**src/rtl/sdr_div_pkg.sv**
```systemverilog
// Shared definitions for the SDR sequential signed divider.
//   state_e    : controller states (IDLE, CALC, FIX, DONE)
//   sat_max()  : most positive DW-bit two's complement value, zero-extended to 64 bits
//   sat_min()  : most negative DW-bit two's complement bit pattern, zero-extended to 64 bits
//   cnt_width(): bit-counter width needed to hold DW-1
package sdr_div_pkg;

  typedef enum logic [1:0] {
    S_IDLE = 2'd0,
    S_CALC = 2'd1,
    S_FIX  = 2'd2,
    S_DONE = 2'd3
  } state_e;

  function automatic logic [63:0] sat_max(input int unsigned dw);
    return (64'd1 << (dw - 1)) - 64'd1;
  endfunction

  function automatic logic [63:0] sat_min(input int unsigned dw);
    return 64'd1 << (dw - 1);
  endfunction

  function automatic int unsigned cnt_width(input int unsigned dw);
    return $clog2(dw);
  endfunction

endpackage

```
**src/rtl/sdr_div_step.sv**
```systemverilog
// One combinational radix-2 restoring division step.
//   i_rem  : partial remainder (always < |divisor|, so VW bits suffice)
//   i_bit  : next dividend bit, MSB first
//   i_dabs : divisor magnitude
//   o_rem  : updated partial remainder
//   o_qbit : quotient bit (1 when the trial subtraction did not borrow)
module sdr_div_step #(
  parameter int unsigned VW = 10
) (
  input  logic [VW-1:0] i_rem,
  input  logic          i_bit,
  input  logic [VW-1:0] i_dabs,
  output logic [VW-1:0] o_rem,
  output logic          o_qbit
);

  // Shifted partial remainder needs one extra bit before the trial subtract.
  logic [VW:0] w_shift;
  logic        w_ge;

  assign w_shift = {i_rem, i_bit};
  assign w_ge    = (w_shift >= {1'b0, i_dabs});
  assign o_qbit  = w_ge;
  // Whichever branch is taken the result is below |divisor|, so the top bit is always 0.
  assign o_rem   = w_ge ? VW'(w_shift - {1'b0, i_dabs}) : w_shift[VW-1:0];

endmodule

```
**src/rtl/sdr_seq_divider.sv**
```systemverilog
// Sequential signed divider (truncating toward zero), radix-2 restoring.
//   clk, reset_n : rising-edge clock, asynchronous active-low reset
//   ce           : clock enable; 0 freezes every register
//   start        : request, accepted in IDLE only
//   dividend     : DW-bit signed dividend, captured with start
//   divisor      : VW-bit signed divisor, captured with start
//   busy         : high from the cycle after an accepted start through the valid cycle
//   valid        : one-cycle result strobe
//   quotient     : DW-bit signed quotient, held until next valid
//   remainder    : VW-bit signed remainder, sign follows dividend
//   div_zero     : divisor was zero (quotient saturated by dividend sign)
//   ovf          : most-negative / -1 overflow (quotient saturated positive)
module sdr_seq_divider
  import sdr_div_pkg::*;
#(
  parameter int unsigned DW = 20,
  parameter int unsigned VW = 10
) (
  input  logic                 clk,
  input  logic                 reset_n,
  input  logic                 ce,
  input  logic                 start,
  input  logic signed [DW-1:0] dividend,
  input  logic signed [VW-1:0] divisor,
  output logic                 busy,
  output logic                 valid,
  output logic signed [DW-1:0] quotient,
  output logic signed [VW-1:0] remainder,
  output logic                 div_zero,
  output logic                 ovf
);

  localparam int unsigned   CW    = cnt_width(DW);
  localparam logic [DW-1:0] Q_MAX = DW'(sat_max(DW));
  localparam logic [DW-1:0] Q_MIN = DW'(sat_min(DW));

  state_e        r_state;
  logic [CW-1:0] r_cnt;
  logic [DW-1:0] r_q;        // dividend magnitude shifting out, quotient bits shifting in
  logic [VW-1:0] r_rem;
  logic [VW-1:0] r_dabs;
  logic          r_dvd_neg;
  logic          r_dsr_neg;
  logic          r_dz;
  logic          r_ovf;

  logic [DW-1:0] w_dvd_abs;
  logic [VW-1:0] w_dsr_abs;
  logic          w_is_dz;
  logic          w_is_ovf;
  logic [VW-1:0] w_rem_nxt;
  logic          w_qbit;
  logic [DW-1:0] w_q_neg;
  logic [VW-1:0] w_r_neg;

  // Magnitudes are kept unsigned, so |-2^(DW-1)| = 2^(DW-1) is exact in DW bits.
  assign w_dvd_abs = dividend[DW-1] ? ('0 - dividend) : dividend;
  assign w_dsr_abs = divisor[VW-1]  ? ('0 - divisor)  : divisor;
  assign w_is_dz   = (divisor == '0);
  assign w_is_ovf  = (dividend == Q_MIN) && (divisor == '1);
  assign w_q_neg   = '0 - r_q;
  assign w_r_neg   = '0 - r_rem;

  assign busy  = (r_state != S_IDLE);
  assign valid = (r_state == S_DONE);

  sdr_div_step #(
    .VW(VW)
  ) u_step (
    .i_rem  (r_rem),
    .i_bit  (r_q[DW-1]),
    .i_dabs (r_dabs),
    .o_rem  (w_rem_nxt),
    .o_qbit (w_qbit)
  );

  always_ff @(posedge clk or negedge reset_n) begin
    if (!reset_n) begin
      r_state   <= S_IDLE;
      r_cnt     <= '0;
      r_q       <= '0;
      r_rem     <= '0;
      r_dabs    <= '0;
      r_dvd_neg <= 1'b0;
      r_dsr_neg <= 1'b0;
      r_dz      <= 1'b0;
      r_ovf     <= 1'b0;
      quotient  <= '0;
      remainder <= '0;
      div_zero  <= 1'b0;
      ovf       <= 1'b0;
    end else if (ce) begin
      case (r_state)
        S_IDLE: begin
          if (start) begin
            r_q       <= w_dvd_abs;
            r_rem     <= '0;
            r_dabs    <= w_dsr_abs;
            r_dvd_neg <= dividend[DW-1];
            r_dsr_neg <= divisor[VW-1];
            r_dz      <= w_is_dz;
            r_ovf     <= w_is_ovf;
            r_cnt     <= CW'(DW - 1);
            r_state   <= (w_is_dz || w_is_ovf) ? S_FIX : S_CALC;
          end
        end
        S_CALC: begin
          r_rem <= w_rem_nxt;
          r_q   <= {r_q[DW-2:0], w_qbit};
          if (r_cnt == '0) begin
            r_state <= S_FIX;
          end else begin
            r_cnt <= r_cnt - CW'(1);
          end
        end
        S_FIX: begin
          if (r_dz) begin
            quotient  <= r_dvd_neg ? Q_MIN : Q_MAX;
            remainder <= '0;
            div_zero  <= 1'b1;
            ovf       <= 1'b0;
          end else if (r_ovf) begin
            quotient  <= Q_MAX;
            remainder <= '0;
            div_zero  <= 1'b0;
            ovf       <= 1'b1;
          end else begin
            quotient  <= (r_dvd_neg ^ r_dsr_neg) ? w_q_neg : r_q;
            remainder <= r_dvd_neg ? w_r_neg : r_rem;
            div_zero  <= 1'b0;
            ovf       <= 1'b0;
          end
          r_state <= S_DONE;
        end
        S_DONE: begin
          r_state <= S_IDLE;
        end
        default: begin
          r_state <= S_IDLE;
        end
      endcase
    end
  end

endmodule

```
**config.mk**
```make
export PLATFORM = sky130hd
export DESIGN_NAME = sdr_seq_divider
export DESIGN_NICKNAME = d
export VERILOG_FILES = /design/src/rtl/sdr_div_pkg.sv /design/src/rtl/sdr_div_step.sv /design/src/rtl/sdr_seq_divider.sv
export SDC_FILE = /design/constraint.sdc
export NUM_CORES = 1
export LEC_CHECK = 0
export ABC_AREA = 1
export BUFFER_PORTS_ARGS = -buffer_cell sky130_fd_sc_hd__buf_4
export CORE_ASPECT_RATIO = 0.75
export CORE_MARGIN = 2
export CORE_UTILIZATION = 41
export DETAILED_ROUTE_END_ITERATION = 8
export SYNTH_ARGS = -nofsm -noshare
export SYNTH_HDL_FRONTEND = slang
export SYNTH_HIERARCHICAL = 1
export SYNTH_SLANG_ARGS = --single-unit
```
**constraint.sdc**
```tcl
create_clock -name clk -period 2.4 [get_ports clk]
set_clock_uncertainty 0.2 [all_clocks]
set_input_delay 0.36 -clock clk [delete_from_list [all_inputs] [get_ports clk]]
set_output_delay 0.36 -clock clk [all_outputs]
set_load 0.01 [all_outputs]
```
==> impl_metrics.env <==
export IMPL_synth_top_cells_by_area="dfrtp_1, nand2_1, o21ai_0"
export IMPL_grt_pass1_wl_um=26000
export IMPL_final_max_slew_viol_count=0
export IMPL_dr_wl_met2_um=5670
export IMPL_ctsHtreeMaxLevel=3
export IMPL_tritoncts="yes"
export IMPL_slew_headroom_pct=61.3
export IMPL_start_util_pct=42.3
export IMPL_hold_viol_final=0
export IMPL_yosys_area_top_type="dfrtp_1"
export IMPL_async_flop_share_pct=100
export IMPL_synth_seq_cells=83
export IMPL_grt_pass1_vias=4917
export IMPL_synth_top_area_share_pct=35.6
export IMPL_finalSetupTns_ns=0
export IMPL_clock_sinks=83
export IMPL_synthesis_nets=910
export IMPL_finalNonFillerCells=1104
export IMPL_synth_avg_cell_area_um2=6.82
export IMPL_critical_path_class="flip-flop to flip-flop"
export IMPL_drtAntennaViolNets=0
export IMPL_hp_class="input port to flip-flop"
export IMPL_cp_start_kind="flip-flop"
export IMPL_viasPerCell=5.03
export IMPL_io_pins=68
export IMPL_yosys_most_used_dff="dfrtp_1"
export IMPL_portBuffers=67
export IMPL_cp_required_ns=2.47
export IMPL_synth_edf_count=0
export IMPL_synth_cell_types=44
export IMPL_setup_violations=0
export IMPL_routed_wl_um=15900
export IMPL_crit_fanout=16
export IMPL_diodes=0
export IMPL_final_common_cell="nand2_1"
export IMPL_post_cts_buffers=0
export IMPL_overflow=0
export IMPL_place_gp_congestion=0.878
export IMPL_place_ws_ns=0.221
export IMPL_synth_cells=855
export IMPL_arrival_ns=2.28
export IMPL_period_share_pct=92.2
export IMPL_max_freq_mhz=452
export IMPL_first_pass_iters=6
export IMPL_r2r_start="r_rem[3]"
export IMPL_clock_root_buffer="clkbuf_16"
export IMPL_cts_buffers=9
export IMPL_cts_path_max_buffers=2
export IMPL_wl_met1_um=9050
export IMPL_nFillCells=1433
export IMPL_rows=37
export IMPL_via_count=5553
export IMPL_max_cap_violations=0
export IMPL_critPathLaunch="r_rem[3]"
export IMPL_die_width_um=142
export IMPL_grt_setup_unrepaired="false"
export IMPL_p_per_area_mw_per_mm2=1320
export IMPL_area_growth_pct=17.0
export IMPL_worstSkewPairLatency_ns=0.35
export IMPL_wl_met3_um=1010
export IMPL_layout_setup_ws_ns=0.187
export IMPL_tightest_slew_ns=0.576
export IMPL_ir_worst_vdd_v=0.000449
export IMPL_die_height_um=107
export IMPL_dpl_hpwl_um=12400
export IMPL_track_usage_pct=21.7
export IMPL_top_layer_used="met4"
export IMPL_crit_path_end_kind="flip-flop"
export IMPL_yosysWarnings=6
export IMPL_wl_per_cell_um=14.4
export IMPL_final_cell_mix="nand2_1, inv_1, dfrtp_1, buf_4, nor2_1"
export IMPL_drc=0
export IMPL_p_leak_uw=0.00352
export IMPL_dp_cells=1087
export IMPL_min_from="divisor[8]"
export IMPL_antenna_found_initial=0
export IMPL_seq_area_frac_synth_pct=35.6
export IMPL_fin_crit_ns=2.21
export IMPL_core_area_mm2=0.0138
export IMPL_final_net_count=979
export IMPL_clk_pin_slew_ns=0.06
export IMPL_outcome="finished, final reports clean"
export IMPL_drt_iter0_drc=444
export IMPL_grt_max_degree=38
export IMPL_dieArea_mm2=0.0152
export IMPL_final_layout_size_suffix_gt1_share_pct=14.2
export IMPL_synthesis_area_mm2=0.00583
[path summary, 6_finish.rpt]
path,endpoint,slack (ns),cells past startpoint
setup reg to reg,r_rem[0],0.19,10
hold / removal,r_dabs[9],0.05,2
max in group asynchronous,r_dabs[1],1.06,3
hold reg to reg,r_cnt[4],0.27,2
min in group asynchronous,quotient[17],0.31,2
setup / recovery,r_rem[0],0.19,10
[metrics by stage]
stage | util (%) | total power, µW | cell area (µm²) | hold WS [ns]
final | 49.4 | 8980 | 6820 | 0.0469
after detailed placement | 47.4 | 7610 | 6530 | 0.147
after CTS | 49.4 | 8960 | 6820 | 0.0384
after global routing | 49.4 | 9850 | 6820 | 0.0583
after floorplan | - | 6130 | 5830 | -0.136
after global placement | 47.4 | 7620 | 6530 | 0.148
[layout make-up]
class / instances / area, µm² / area share [%]
inverter: 100 / 375 / 5.50
clock buffer: 10 / 229 / 3.36
multi-input combinational: 648 / 3240 / 47.5
clock inverter: 6 / 48.8 / 0.715
timing repair buffer: 82 / 631 / 9.24
sequential: 83 / 2080 / 30.4
tap: 175 / 219 / 3.21
[synth_stat cells (2+ instances only)]
| cell type | instances |
|---|---|
| nand2_1 | 278 |
| inv_1 | 93 |
| dfrtp_1 | 83 |
| nor2_1 | 72 |
| o21ai_0 | 71 |
| nand3_1 | 69 |
| a21oi_1 | 34 |
| ha_1 | 20 |
| o21ai_1 | 15 |
| xor2_1 | 14 |
| clkbuf_1 | 13 |
| nor3_1 | 10 |
| nand4_1 | 9 |
| a21oi_2 | 8 |
| nand3b_1 | 8 |
| nand3_2 | 7 |
| buf_2 | 5 |
| inv_2 | 5 |
| nor2_2 | 4 |
| buf_6 | 3 |
| nand2_2 | 3 |
| o211ai_1 | 3 |
| a31oi_1 | 2 |
| and2_1 | 2 |
| buf_1 | 2 |
| clkinv_1 | 2 |
| o21ai_2 | 2 |
| or2_2 | 2 |
[per-layer routing]
| metal | vias to the layer above | GRT usage, % |
|---|---|---|
| met2 | 169 | 27.2 |
| met4 | 0 | 5.21 |
| met5 | - | 0 |
| met1 | 2457 | 36.5 |
| met3 | 17 | 4.36 |
| li1 | 2910 | - |
[repair_timing]
item / in CTS / in global routing
gates resized for setup: 0 / 0
endpoints found under the hold margin: 35 / 0
hold buffers: 1 / 0
[critical path, cell delays in order (launching register included)]
cell and delay [ns]:
dfrtp_1 0.45, ha_1 0.40, nand2_1 0.09, nand2_1 0.07, nand2_1 0.06, nand2_1 0.06
nand2_1 0.11, nand4_4 0.26, o21ai_0 0.24, nand3_1 0.09, o21ai_0 0.09
[flip-flops by register name, summed over array words and instances, names as in the netlist]
register and cells:
r_cnt 5, div_zero 1, r_dsr_neg 1, r_state 2
r_dabs 10, quotient 20, r_ovf 1, remainder 10
r_q 20, r_rem 10, r_dz 1, ovf 1
r_dvd_neg 1
[kinds of logic after synthesis]
logic type | count (synthesis) | synth area share, %
AND/OR/NAND/NOR | 468 | 34.5
AO/OA/AOI/OAI | 143 | 13.8
buffers and inverters | 124 | 8.76
flip-flops | 83 | 35.6
adder cells (fa/ha/maj) | 21 | 4.64
XOR/XNOR | 16 | 2.73
[where the power goes]
part | internal, µW | switching, µW | leakage, µW
Clock | 711 | 609 | 0.000126
Sequential | 1990 | 498 | 0.00104
Combinational | 1900 | 3280 | 0.00235
Total | 4600 | 4380 | 0.00352
(Power assumes the default switching activity.)
